==> src/rtl/hack_trace_pkg.sv <==
// Shared types, mode constants and record-layout helpers for the Hack CPU trace recorder.
package hack_trace_pkg;

  // Capture FSM states
  typedef enum logic [1:0] {
    ST_IDLE  = 2'd0,
    ST_ARMED = 2'd1,
    ST_POST  = 2'd2,
    ST_READ  = 2'd3
  } trace_state_e;

  // Trigger modes
  localparam logic [1:0] TRIG_IMM = 2'd0;  // first sample after arm
  localparam logic [1:0] TRIG_PC  = 2'd1;  // pc_in == trig_val[PC_W-1:0]
  localparam logic [1:0] TRIG_DWR = 2'd2;  // D-register write strobe
  localparam logic [1:0] TRIG_ALU = 2'd3;  // alu_in == trig_val

  // ctrl_bus bit positions
  localparam int CTRL_WE_A = 0;
  localparam int CTRL_WE_M = 1;
  localparam int CTRL_WE_D = 2;
  localparam int CTRL_PC_E = 3;
  localparam int CTRL_A    = 4;

  // Default geometry of the Hack core taps
  localparam int DEF_PC_W    = 15;
  localparam int DEF_INSTR_W = 16;
  localparam int DEF_DATA_W  = 16;
  localparam int DEF_CTRL_W  = 5;
  localparam int DEF_DEPTH   = 64;

  // Record is {pc, instr, ctrl, alu, cout}, cout in bit 0
  localparam int COUT_LSB = 0;
  localparam int ALU_LSB  = 1;

  function automatic int rec_w(input int pc_w, input int instr_w, input int ctrl_w, input int data_w);
    return pc_w + instr_w + ctrl_w + data_w + 1;
  endfunction

  function automatic int ctrl_lsb(input int data_w);
    return data_w + 1;
  endfunction

  function automatic int instr_lsb(input int ctrl_w, input int data_w);
    return ctrl_w + data_w + 1;
  endfunction

  function automatic int pc_lsb(input int instr_w, input int ctrl_w, input int data_w);
    return instr_w + ctrl_w + data_w + 1;
  endfunction

endpackage

==> src/rtl/trace_ram.sv <==
// Simple dual-port record store: one write port, one synchronous read port with a
// holding output register (keeps its value when no read is issued, clearable).
module trace_ram #(
  parameter  int DEPTH = 64,
  parameter  int REC_W = 53,
  localparam int AW    = $clog2(DEPTH)
) (
  input  logic             clk,
  input  logic             we,
  input  logic [AW-1:0]    waddr,
  input  logic [REC_W-1:0] wdata,
  input  logic             re,
  input  logic [AW-1:0]    raddr,
  input  logic             rclr,
  output logic [REC_W-1:0] rdata
);

  logic [REC_W-1:0] mem_q [DEPTH];
  logic [REC_W-1:0] rdata_q;
  logic [REC_W-1:0] rdata_d;

  // Write port: store a record when enabled
  always_ff @(posedge clk) begin
    if (we) begin
      mem_q[waddr] <= wdata;
    end
  end

  // Read-data next value: clear wins, then a fresh read, else hold
  always_comb begin
    rdata_d = rdata_q;
    if (rclr) begin
      rdata_d = '0;
    end else if (re) begin
      rdata_d = mem_q[raddr];
    end else begin
      rdata_d = rdata_q;
    end
  end

  // Read-data output register
  always_ff @(posedge clk) begin
    rdata_q <= rdata_d;
  end

  assign rdata = rdata_q;

endmodule

==> src/rtl/hack_trace_buffer.sv <==
// Trigger-based circular trace recorder for the Hack CPU. Records {pc,instr,ctrl,alu,cout}
// on retired cycles, keeps pre-trigger history plus a post-trigger window, then drains
// oldest-first over a valid/ready port.
module hack_trace_buffer
  import hack_trace_pkg::*;
#(
  parameter  int PC_W    = DEF_PC_W,
  parameter  int INSTR_W = DEF_INSTR_W,
  parameter  int DATA_W  = DEF_DATA_W,
  parameter  int CTRL_W  = DEF_CTRL_W,
  parameter  int DEPTH   = DEF_DEPTH,
  localparam int AW      = $clog2(DEPTH),
  localparam int REC_W   = rec_w(PC_W, INSTR_W, CTRL_W, DATA_W)
) (
  input  logic               clk,
  input  logic               reset,
  input  logic               smp_valid,
  input  logic [PC_W-1:0]    pc_in,
  input  logic [INSTR_W-1:0] instr_in,
  input  logic [CTRL_W-1:0]  ctrl_in,
  input  logic [DATA_W-1:0]  alu_in,
  input  logic               cout_in,
  input  logic               arm,
  input  logic               abort,
  input  logic [1:0]         trig_mode,
  input  logic [DATA_W-1:0]  trig_val,
  input  logic [AW-1:0]      post_cnt,
  output logic               busy,
  output logic               triggered,
  output logic               rd_valid,
  input  logic               rd_ready,
  output logic [REC_W-1:0]   rd_data,
  output logic               rd_last
);

  localparam logic [AW:0]   FILL_FULL = (AW+1)'(DEPTH);
  localparam logic [AW-1:0] PTR_ONE   = AW'(1'b1);
  localparam logic [AW:0]   CNT_ONE   = (AW+1)'(1'b1);

  trace_state_e state_q, state_d;

  logic [AW-1:0]     wr_ptr_q, wr_ptr_d;
  logic [AW:0]       fill_q, fill_d;
  logic [AW-1:0]     remain_q, remain_d;
  logic [AW-1:0]     post_q, post_d;
  logic [1:0]        mode_q, mode_d;
  logic [DATA_W-1:0] tval_q, tval_d;
  logic              triggered_q, triggered_d;
  logic              busy_q, busy_d;
  logic [AW-1:0]     rd_ptr_q, rd_ptr_d;
  logic [AW:0]       rd_left_q, rd_left_d;
  logic              rd_valid_q, rd_valid_d;
  logic              rd_last_q, rd_last_d;

  logic              trig_hit_s;
  logic              capturing_s;
  logic              wr_en_s;
  logic              enter_read_s;
  logic              rd_fetch_s;
  logic              rd_hs_s;
  logic              rd_clr_s;
  logic [REC_W-1:0]  rec_s;
  logic [REC_W-1:0]  ram_rdata_s;

  assign rec_s        = {pc_in, instr_in, ctrl_in, alu_in, cout_in};
  assign capturing_s  = (state_q == ST_ARMED) || (state_q == ST_POST);
  assign wr_en_s      = smp_valid && capturing_s && !abort;
  assign rd_hs_s      = (state_q == ST_READ) && rd_valid_q && rd_ready;
  assign rd_fetch_s   = (state_q == ST_READ) && (rd_left_q != '0) && (!rd_valid_q || rd_ready);
  assign enter_read_s = (state_q != ST_READ) && (state_d == ST_READ);

  // Trigger comparator against the current sample using the latched mode/value
  always_comb begin
    trig_hit_s = 1'b0;
    case (mode_q)
      TRIG_IMM: trig_hit_s = 1'b1;
      TRIG_PC:  trig_hit_s = (pc_in == tval_q[PC_W-1:0]);
      TRIG_DWR: trig_hit_s = ctrl_in[CTRL_WE_D];
      TRIG_ALU: trig_hit_s = (alu_in == tval_q);
      default:  trig_hit_s = 1'b0;
    endcase
  end

  // FSM next state; abort overrides everything including a simultaneous arm
  always_comb begin
    state_d = state_q;
    if (abort) begin
      state_d = ST_IDLE;
    end else begin
      case (state_q)
        ST_IDLE: begin
          if (arm) begin
            state_d = ST_ARMED;
          end else begin
            state_d = ST_IDLE;
          end
        end
        ST_ARMED: begin
          if (smp_valid && trig_hit_s) begin
            state_d = (post_q == '0) ? ST_READ : ST_POST;
          end else begin
            state_d = ST_ARMED;
          end
        end
        ST_POST: begin
          if (smp_valid && (remain_q == PTR_ONE)) begin
            state_d = ST_READ;
          end else begin
            state_d = ST_POST;
          end
        end
        ST_READ: begin
          if (rd_hs_s && rd_last_q) begin
            state_d = ST_IDLE;
          end else begin
            state_d = ST_READ;
          end
        end
        default: state_d = ST_IDLE;
      endcase
    end
  end

  // FSM outputs: busy follows the next state, triggered is sticky until IDLE
  always_comb begin
    busy_d      = (state_d == ST_ARMED) || (state_d == ST_POST);
    triggered_d = triggered_q;
    if (state_d == ST_IDLE) begin
      triggered_d = 1'b0;
    end else if ((state_q == ST_ARMED) && smp_valid && trig_hit_s) begin
      triggered_d = 1'b1;
    end else begin
      triggered_d = triggered_q;
    end
  end

  // Capture side: arm setup, write pointer, fill level and post-window countdown
  always_comb begin
    wr_ptr_d = wr_ptr_q;
    fill_d   = fill_q;
    remain_d = remain_q;
    post_d   = post_q;
    mode_d   = mode_q;
    tval_d   = tval_q;
    if (abort) begin
      wr_ptr_d = '0;
      fill_d   = '0;
      remain_d = '0;
    end else if ((state_q == ST_IDLE) && arm) begin
      wr_ptr_d = '0;
      fill_d   = '0;
      remain_d = '0;
      post_d   = post_cnt;
      mode_d   = trig_mode;
      tval_d   = trig_val;
    end else if (wr_en_s) begin
      wr_ptr_d = wr_ptr_q + PTR_ONE;
      fill_d   = (fill_q == FILL_FULL) ? fill_q : (fill_q + CNT_ONE);
      // In ARMED the countdown is preloaded so a trigger enters POST with the full window
      remain_d = (state_q == ST_ARMED) ? post_q : (remain_q - PTR_ONE);
    end else begin
      wr_ptr_d = wr_ptr_q;
    end
  end

  // Read side: prefetch from the oldest slot, hold under backpressure, no bubbles
  always_comb begin
    rd_ptr_d   = rd_ptr_q;
    rd_left_d  = rd_left_q;
    rd_valid_d = rd_valid_q;
    rd_last_d  = rd_last_q;
    rd_clr_s   = 1'b0;
    if (abort) begin
      rd_ptr_d   = '0;
      rd_left_d  = '0;
      rd_valid_d = 1'b0;
      rd_last_d  = 1'b0;
      rd_clr_s   = 1'b1;
    end else if (enter_read_s) begin
      // Oldest record sits fill slots behind the final write pointer
      rd_ptr_d   = wr_ptr_d - fill_d[AW-1:0];
      rd_left_d  = fill_d;
      rd_valid_d = 1'b0;
      rd_last_d  = 1'b0;
    end else if (rd_fetch_s) begin
      rd_ptr_d   = rd_ptr_q + PTR_ONE;
      rd_left_d  = rd_left_q - CNT_ONE;
      rd_valid_d = 1'b1;
      rd_last_d  = (rd_left_q == CNT_ONE);
    end else if (rd_hs_s) begin
      rd_valid_d = 1'b0;
      rd_last_d  = 1'b0;
      rd_clr_s   = 1'b1;
    end else begin
      rd_valid_d = rd_valid_q;
    end
  end

  // State and datapath registers with synchronous reset
  always_ff @(posedge clk) begin
    if (reset) begin
      state_q     <= ST_IDLE;
      wr_ptr_q    <= '0;
      fill_q      <= '0;
      remain_q    <= '0;
      post_q      <= '0;
      mode_q      <= TRIG_IMM;
      tval_q      <= '0;
      triggered_q <= 1'b0;
      busy_q      <= 1'b0;
      rd_ptr_q    <= '0;
      rd_left_q   <= '0;
      rd_valid_q  <= 1'b0;
      rd_last_q   <= 1'b0;
    end else begin
      state_q     <= state_d;
      wr_ptr_q    <= wr_ptr_d;
      fill_q      <= fill_d;
      remain_q    <= remain_d;
      post_q      <= post_d;
      mode_q      <= mode_d;
      tval_q      <= tval_d;
      triggered_q <= triggered_d;
      busy_q      <= busy_d;
      rd_ptr_q    <= rd_ptr_d;
      rd_left_q   <= rd_left_d;
      rd_valid_q  <= rd_valid_d;
      rd_last_q   <= rd_last_d;
    end
  end

  trace_ram #(
    .DEPTH (DEPTH),
    .REC_W (REC_W)
  ) u_ram (
    .clk   (clk),
    .we    (wr_en_s),
    .waddr (wr_ptr_q),
    .wdata (rec_s),
    .re    (rd_fetch_s),
    .raddr (rd_ptr_q),
    .rclr  (reset || rd_clr_s),
    .rdata (ram_rdata_s)
  );

  assign busy      = busy_q;
  assign triggered = triggered_q;
  assign rd_valid  = rd_valid_q;
  assign rd_last   = rd_last_q;
  assign rd_data   = ram_rdata_s;

endmodule
==> config.mk <==
export PLATFORM = sky130hd
export DESIGN_NAME = hack_trace_buffer
export DESIGN_NICKNAME = d
export VERILOG_FILES = /design/src/rtl/hack_trace_pkg.sv /design/src/rtl/trace_ram.sv /design/src/rtl/hack_trace_buffer.sv
export SDC_FILE = /design/constraint.sdc
export NUM_CORES = 2
export LEC_CHECK = 0
export BUFFER_PORTS_ARGS = -buffer_cell sky130_fd_sc_hd__buf_2
export CAP_MARGIN = 20
export CORE_MARGIN = 5
export CORE_UTILIZATION = 50
export DETAILED_ROUTE_END_ITERATION = 10
export GPL_TIMING_DRIVEN = 0
export PLACE_DENSITY = 0.63
export SYNTH_ARGS = -nofsm -noshare
export SYNTH_HDL_FRONTEND = slang
export SYNTH_SLANG_ARGS = --single-unit
==> constraint.sdc <==
create_clock -name clk -period 6.42 [get_ports clk]
set_clock_uncertainty 0.2 [all_clocks]
set_input_delay 0.642 -clock clk [delete_from_list [all_inputs] [get_ports clk]]
set_output_delay 0.642 -clock clk [all_outputs]
set_load 0.03 [all_outputs]
Word level (Yosys, flattened, before mapping) --
Memories as Yosys holds them, arrays and structs flattened. A register that Yosys moved wholly into a read port is not among the register bits. Index checks and enable logic that the tools add are counted.
Storage, ports and cells: bits in registers 62, memories kept 1, logic and storage cells 96, bits in writable memories 3392
Operators by class: $add $sub $neg 6, multiplexer cells 29, reductions and logical operators 31, bitwise operators 1, eq/ne operators 15
Memories:
- u_ram.mem_q | depth 64, width 53, read ports 1, clocked after memory_dff 1, wr ports 1, line trace_ram.sv:18 | logic [REC_W-1:0] mem_q [DEPTH];
Operators with widths (number):
- $mux W7 | 6
- $mux W6 | 6
- $eq A16 B16 Y1 | 1
- $eq A15 B15 Y1 | 1
- $logic_and A1 B1 Y1 | 13
- $add A6 B1 Y6 const B | 2
- $eq A2 B2 Y1 const B | 6
- $mux W1 | 12
- $pmux W2 S4 | 1
- $add A7 B1 Y7 const B | 1
- $eq A7 B1 Y1 const B | 1
- $eq A7 B7 Y1 const B | 1
- $reduce_bool A7 Y1 | 1
- $sub A7 B1 Y7 const B | 1
- $eq A2 B1 Y1 const B | 3
- $eq A6 B1 Y1 const B | 1
- $logic_not A2 Y1 | 3
- $logic_not A6 Y1 | 1
- $mux W2 | 3
- $reduce_or A3 Y1 | 2
- $sub A6 B1 Y6 const B | 1
- $sub A6 B6 Y6 | 1
- $logic_or A1 B1 Y1 | 4
- $pmux W1 S4 | 1
- 6 further kinds | 9

Logic depth before layout (Yosys ltp) --
depth in word-level cells 12, depth in mapped cells 15

Modules after synthesis --
From an unflattened synthesis, not the netlist that was laid out.
Unflattened totals: cells, all modules 6474, area total of the unflattened synthesis 135192.2 um^2
By module, submodules not included:
- trace_ram | cells an instance 6026, area an instance 131616.2 um^2, instances 1
- hack_trace_buffer | cells an instance 448, area an instance 3575.9 um^2, instances 1

Worst setup path after synthesis --
OpenSTA, ideal clock, no wires.
path type reg2reg, from register state_q[0], to memory u_ram.mem_q[47][0] (enable), period minus slack after synthesis 4.518 ns, slack 1.902 ns, data required time 5.756 ns, data arrival time 3.854 ns, library setup time 0.464 ns, cell stages (with the launch flop) 8, cell sequence dfxtp_1 > inv_1 > ha_1 > nand3b_1 > clkbuf_1 > or2_2 > clkbuf_1 > nor2_1
On the way: longest elaborated chain between the ends 6, elaborated cells on any way between the ends 7, classes of those cells eq/ne (2); mux (2); reduce/logical (3)
Ends and longest elaborated chain:
- start, declared | line hack_trace_buffer.sv:40 | trace_state_e state_q, state_d;
- start signal, assigned | line hack_trace_buffer.sv:216 | state_q <= state_d;
- $eq A2 B1 Y1 or $eq A2 B2 Y1 (tied branches) | line hack_trace_buffer.sv:66 | assign capturing_s = (state_q == ST_ARMED) || (state_q == ST_POST);
- $logic_or A1 B1 Y1 (*) | line hack_trace_buffer.sv:66
- $logic_and A1 B1 Y1 (*) (2 in a row) | line hack_trace_buffer.sv:67 | assign wr_en_s = smp_valid && capturing_s && !abort;
- $mux W1 (*) | line trace_ram.sv:24 | if (we) begin
- $mux W1 (implied by the code) (*) | line trace_ram.sv:25 | mem_q[waddr] <= wdata;
- end, declared | line trace_ram.sv:18
Every way passes the cells marked *; elsewhere a longest branch is shown, timed or not.

==> flow_summary.ini <==
[run_status]
outcome = finished clean

[worst_setup_path]
cp_slowest_stage_delay_ns = 1.04
r2r-end = u_ram.rdata[28]
crit_chain = clkbuf_1, buf_2, buf_2, clkbuf_1, mux4_2, mux2i_1, nor2_1, a211oi_1, nor3_1, a211o_1
path_buf_inv = 4
crit_path_end_kind = flop
r2r_cells = 10
slowest_stage = a211oi_1
worst-path-max-fanout = 10
crit_family = buffers and inverters
r2r_start = rd_ptr_q[2]
start_kind = flop
worstPathArrival_ns = 6.17
crit_required_ns = 6.98
critical_path_class = flop to flop
r2r_setup_slack_ns = 0.81

[cells_and_area]
regArea_um2 = 104000
drive_gt1_share_pct = 23.4
multi_input_area_um2 = 28800
nNetsFinal = 7221
nFillCells = 19249
syn2layout_area_growth_pct = 16.0
final_area_um2 = 156000

[routing]
wl_per_cell_um = 36.3
ant_nets = 0
vias_per_cell = 6.46
route.detailed.drc = 0
vias = 70822
drt_wl_total_um = 398000
drtPass1Iterations = 6
drt_iter0_drc = 10588

[pwr]
ir_drop_v = 0.000257
power_density_nw_per_um2 = 294
power_w = 0.0457
p_leak_nw = 47.2

[clock_tree]
cts_tree = done
clk_pin_slew_ns = 0.06
htreeDepth = 5
clockBufferDepth = 4
root_buffer = clkbuf_16
cts_made_buffers = 350
ctsResizeCount = 0
clock_sinks = 3507
clk_latency_ns = 0.90

[floorplanning]
core-area_um2 = 267000
pin_count = 140
die-height_um = 528
rows = 190
die_w_um = 528
dieArea_um2 = 279000
initial_utilization_pct = 50.1

[global_route]
grt_start_max_net_pins = 66
overflow = 0
grt_pass1_vias = 68668
grt_pass1_wl_um = 548000
grt_use_met3_pct = 6.86
use_met1_pct = 40.7
grt_use_total_pct = 28.3
met2_usage_pct = 41.4
top_usage_layer = met2
antenna_found_initial = 36

[logic_synthesis]
ys_async_sr_fraction_pct = 0
synth_flop_cell = edfxtp_1
yosysWarnings = 0
synthCells = 6358
netlist_top_cells_area = edfxtp_1 (76%), mux4_2 (11%), mux2i_1 (4.2%)
synth-edff-count = 3392
synth.distinct_cells = 56
synth_top_cell_by_area = edfxtp_1
postSynthAreaPerCell_um2 = 21.1
yosysTopAreaCellShare_pct = 76.0
ys_ff_latch = 3507
synth_seq_area_share_pct = 77.7
syn_area_um2 = 134000
synth_fp_nets = 6463

[timing]
hold_viol_final = 0
max_freq_ghz = 0.178
finalCriticalPeriod_ns = 5.61
rsz0062_at_grt = false
worst-slew-pin-transition_ns = 1.36
min_period_over_period_pct = 87.4
setup-violations-final = 0
max_slew_margin_pct = 7.05
setup_ws_ns = 0.810
slew_viol_final = 0

[worst_hold_path]
hold_class = input pin to flop
min_to = u_ram.mem_q[12][17]
hold_depth = 1
worstHoldStart = ctrl_in[0]

[place]
gp_congestion = 0.900
dp_slack_ns = 1.06
port_buffers = 138
dp_hpwl_um = 267000
post_dp_cell_area_um2 = 144000

[job]
cap_violations = 0
## layer usage
layer | vias to the layer above | part of all wire [%]
met5 | - | 0.0088
met4 | 6 | 5.6
met3 | 755 | 12
met2 | 4445 | 44
met1 | 37362 | 39
li1 | 28254 | -
## registers in the layout, summed over array words and instances, names as in the netlist, 6 cells and up
signal and count:
wr_ptr_q 6, remain_q 6, rd_left_q 7, post_q 6, tval_q 16, u_ram.mem_q 3392
u_ram.rdata 53, rd_ptr_q 6, fill_q 7
## cells in the final DEF (no fill, tap or decap), drive strengths merged, types with 35 or more instances in the layout
cell type and count:
a2111oi 98, a211o 51, a211oi 115, a21oi 61, a22o 37, buf 538
clkbuf 664, clkinv 125, dfxtp 115, dlygate4sd3 35, edfxtp 3392, mux2i 558
mux4 648, nand2 92, nor2 259, nor3 102, o221ai 99, o22ai 105
xnor2 36
## power by group
group | internal, W | total (W) | switching, W
clock network | 0.0115 | 0.0200 | 0.00849
logic | 0.000133 | 0.000677 | 0.000544
registers | 0.0251 | 0.0251 | 0.0000100
total | 0.0367 | 0.0457 | 0.00905
## Yosys cell counts (36+ instances only)
library cell,number
edfxtp_1,3392
mux4_2,648
mux2i_1,558
nor2_1,259
clkbuf_1,191
a211oi_1,115
dfxtp_1,115
o22ai_1,105
nor3_1,102
o221ai_1,99
a2111oi_0,98
buf_2,97
nand2_1,92
a21oi_1,61
buf_1,53
a211o_1,51
a22o_1,37
xnor2_1,36
## through the flow
stage	setup TNS, ns	utilization, %	hold slack [ns]	std cells
after global routing	0	58.2	0.0475	10947
after detailed placement	0	53.8	0.267	10264
final	0	58.2	0.0526	10958
after floorplan	0	-	0.244	6358
after global placement	-4812.81	52.1	0.267	10048
after CTS	0	58.1	0.00178	10927
## layout make-up
cell class,instances,share of cell area [%]
multi-input combinational,2459,18.5
clock buffer,465,6.20
tap,3552,2.86
antenna,13,0.0209
clock inverter,164,0.926
inverter,17,0.0410
sequential,3507,67.0
buffer,375,1.10
timing repair buffer,406,3.38
## logic make-up (layout without fill, tap and decap cells)
logic type	after synthesis	count (layout)	share of synthesized area [%]
adder cells (fa/ha/maj)	22	22	0.211
buffers and inverters	392	1427	1.32
other	0	13	0
AO/OA/AOI/OAI	639	639	3.60
AND/OR/NAND/NOR	532	532	1.72
XOR/XNOR	51	51	0.333
multiplexers	1215	1215	15.1
flip-flops	3507	3507	77.7
## worst max path at each step
stage	cells past startpoint	to	start	slack, ns
2_1_floorplan	7	u_ram.mem_q[47][0]	state_q[0]	1.90
3_3_place_gp	6	u_ram.mem_q[37][27]	abort	-2.34
3_5_place_dp	10	u_ram.rdata[12]	rd_ptr_q[2]	1.06
4_1_cts	10	u_ram.rdata[10]	rd_ptr_q[2]	0.97
5_1_grt	10	u_ram.rdata[12]	rd_ptr_q[2]	0.81
6_report	10	u_ram.rdata[28]	rd_ptr_q[2]	0.81
## worst reg2reg max path: stages, from the launching register on
cell and delay (ns):
dfxtp_1 0.40, clkbuf_1 0.63, buf_2 0.46, buf_2 0.63, clkbuf_1 0.64, mux4_2 0.40, mux2i_1 0.19, nor2_1 0.07
a211oi_1 1.04, nor3_1 0.44, a211o_1 0.39
## repair_timing
action	in CTS	in global routing
hold buffers	34	1
endpoints found under the hold margin	96	5
buffers inserted	0	0
Power figures use the tool's default switching activity.
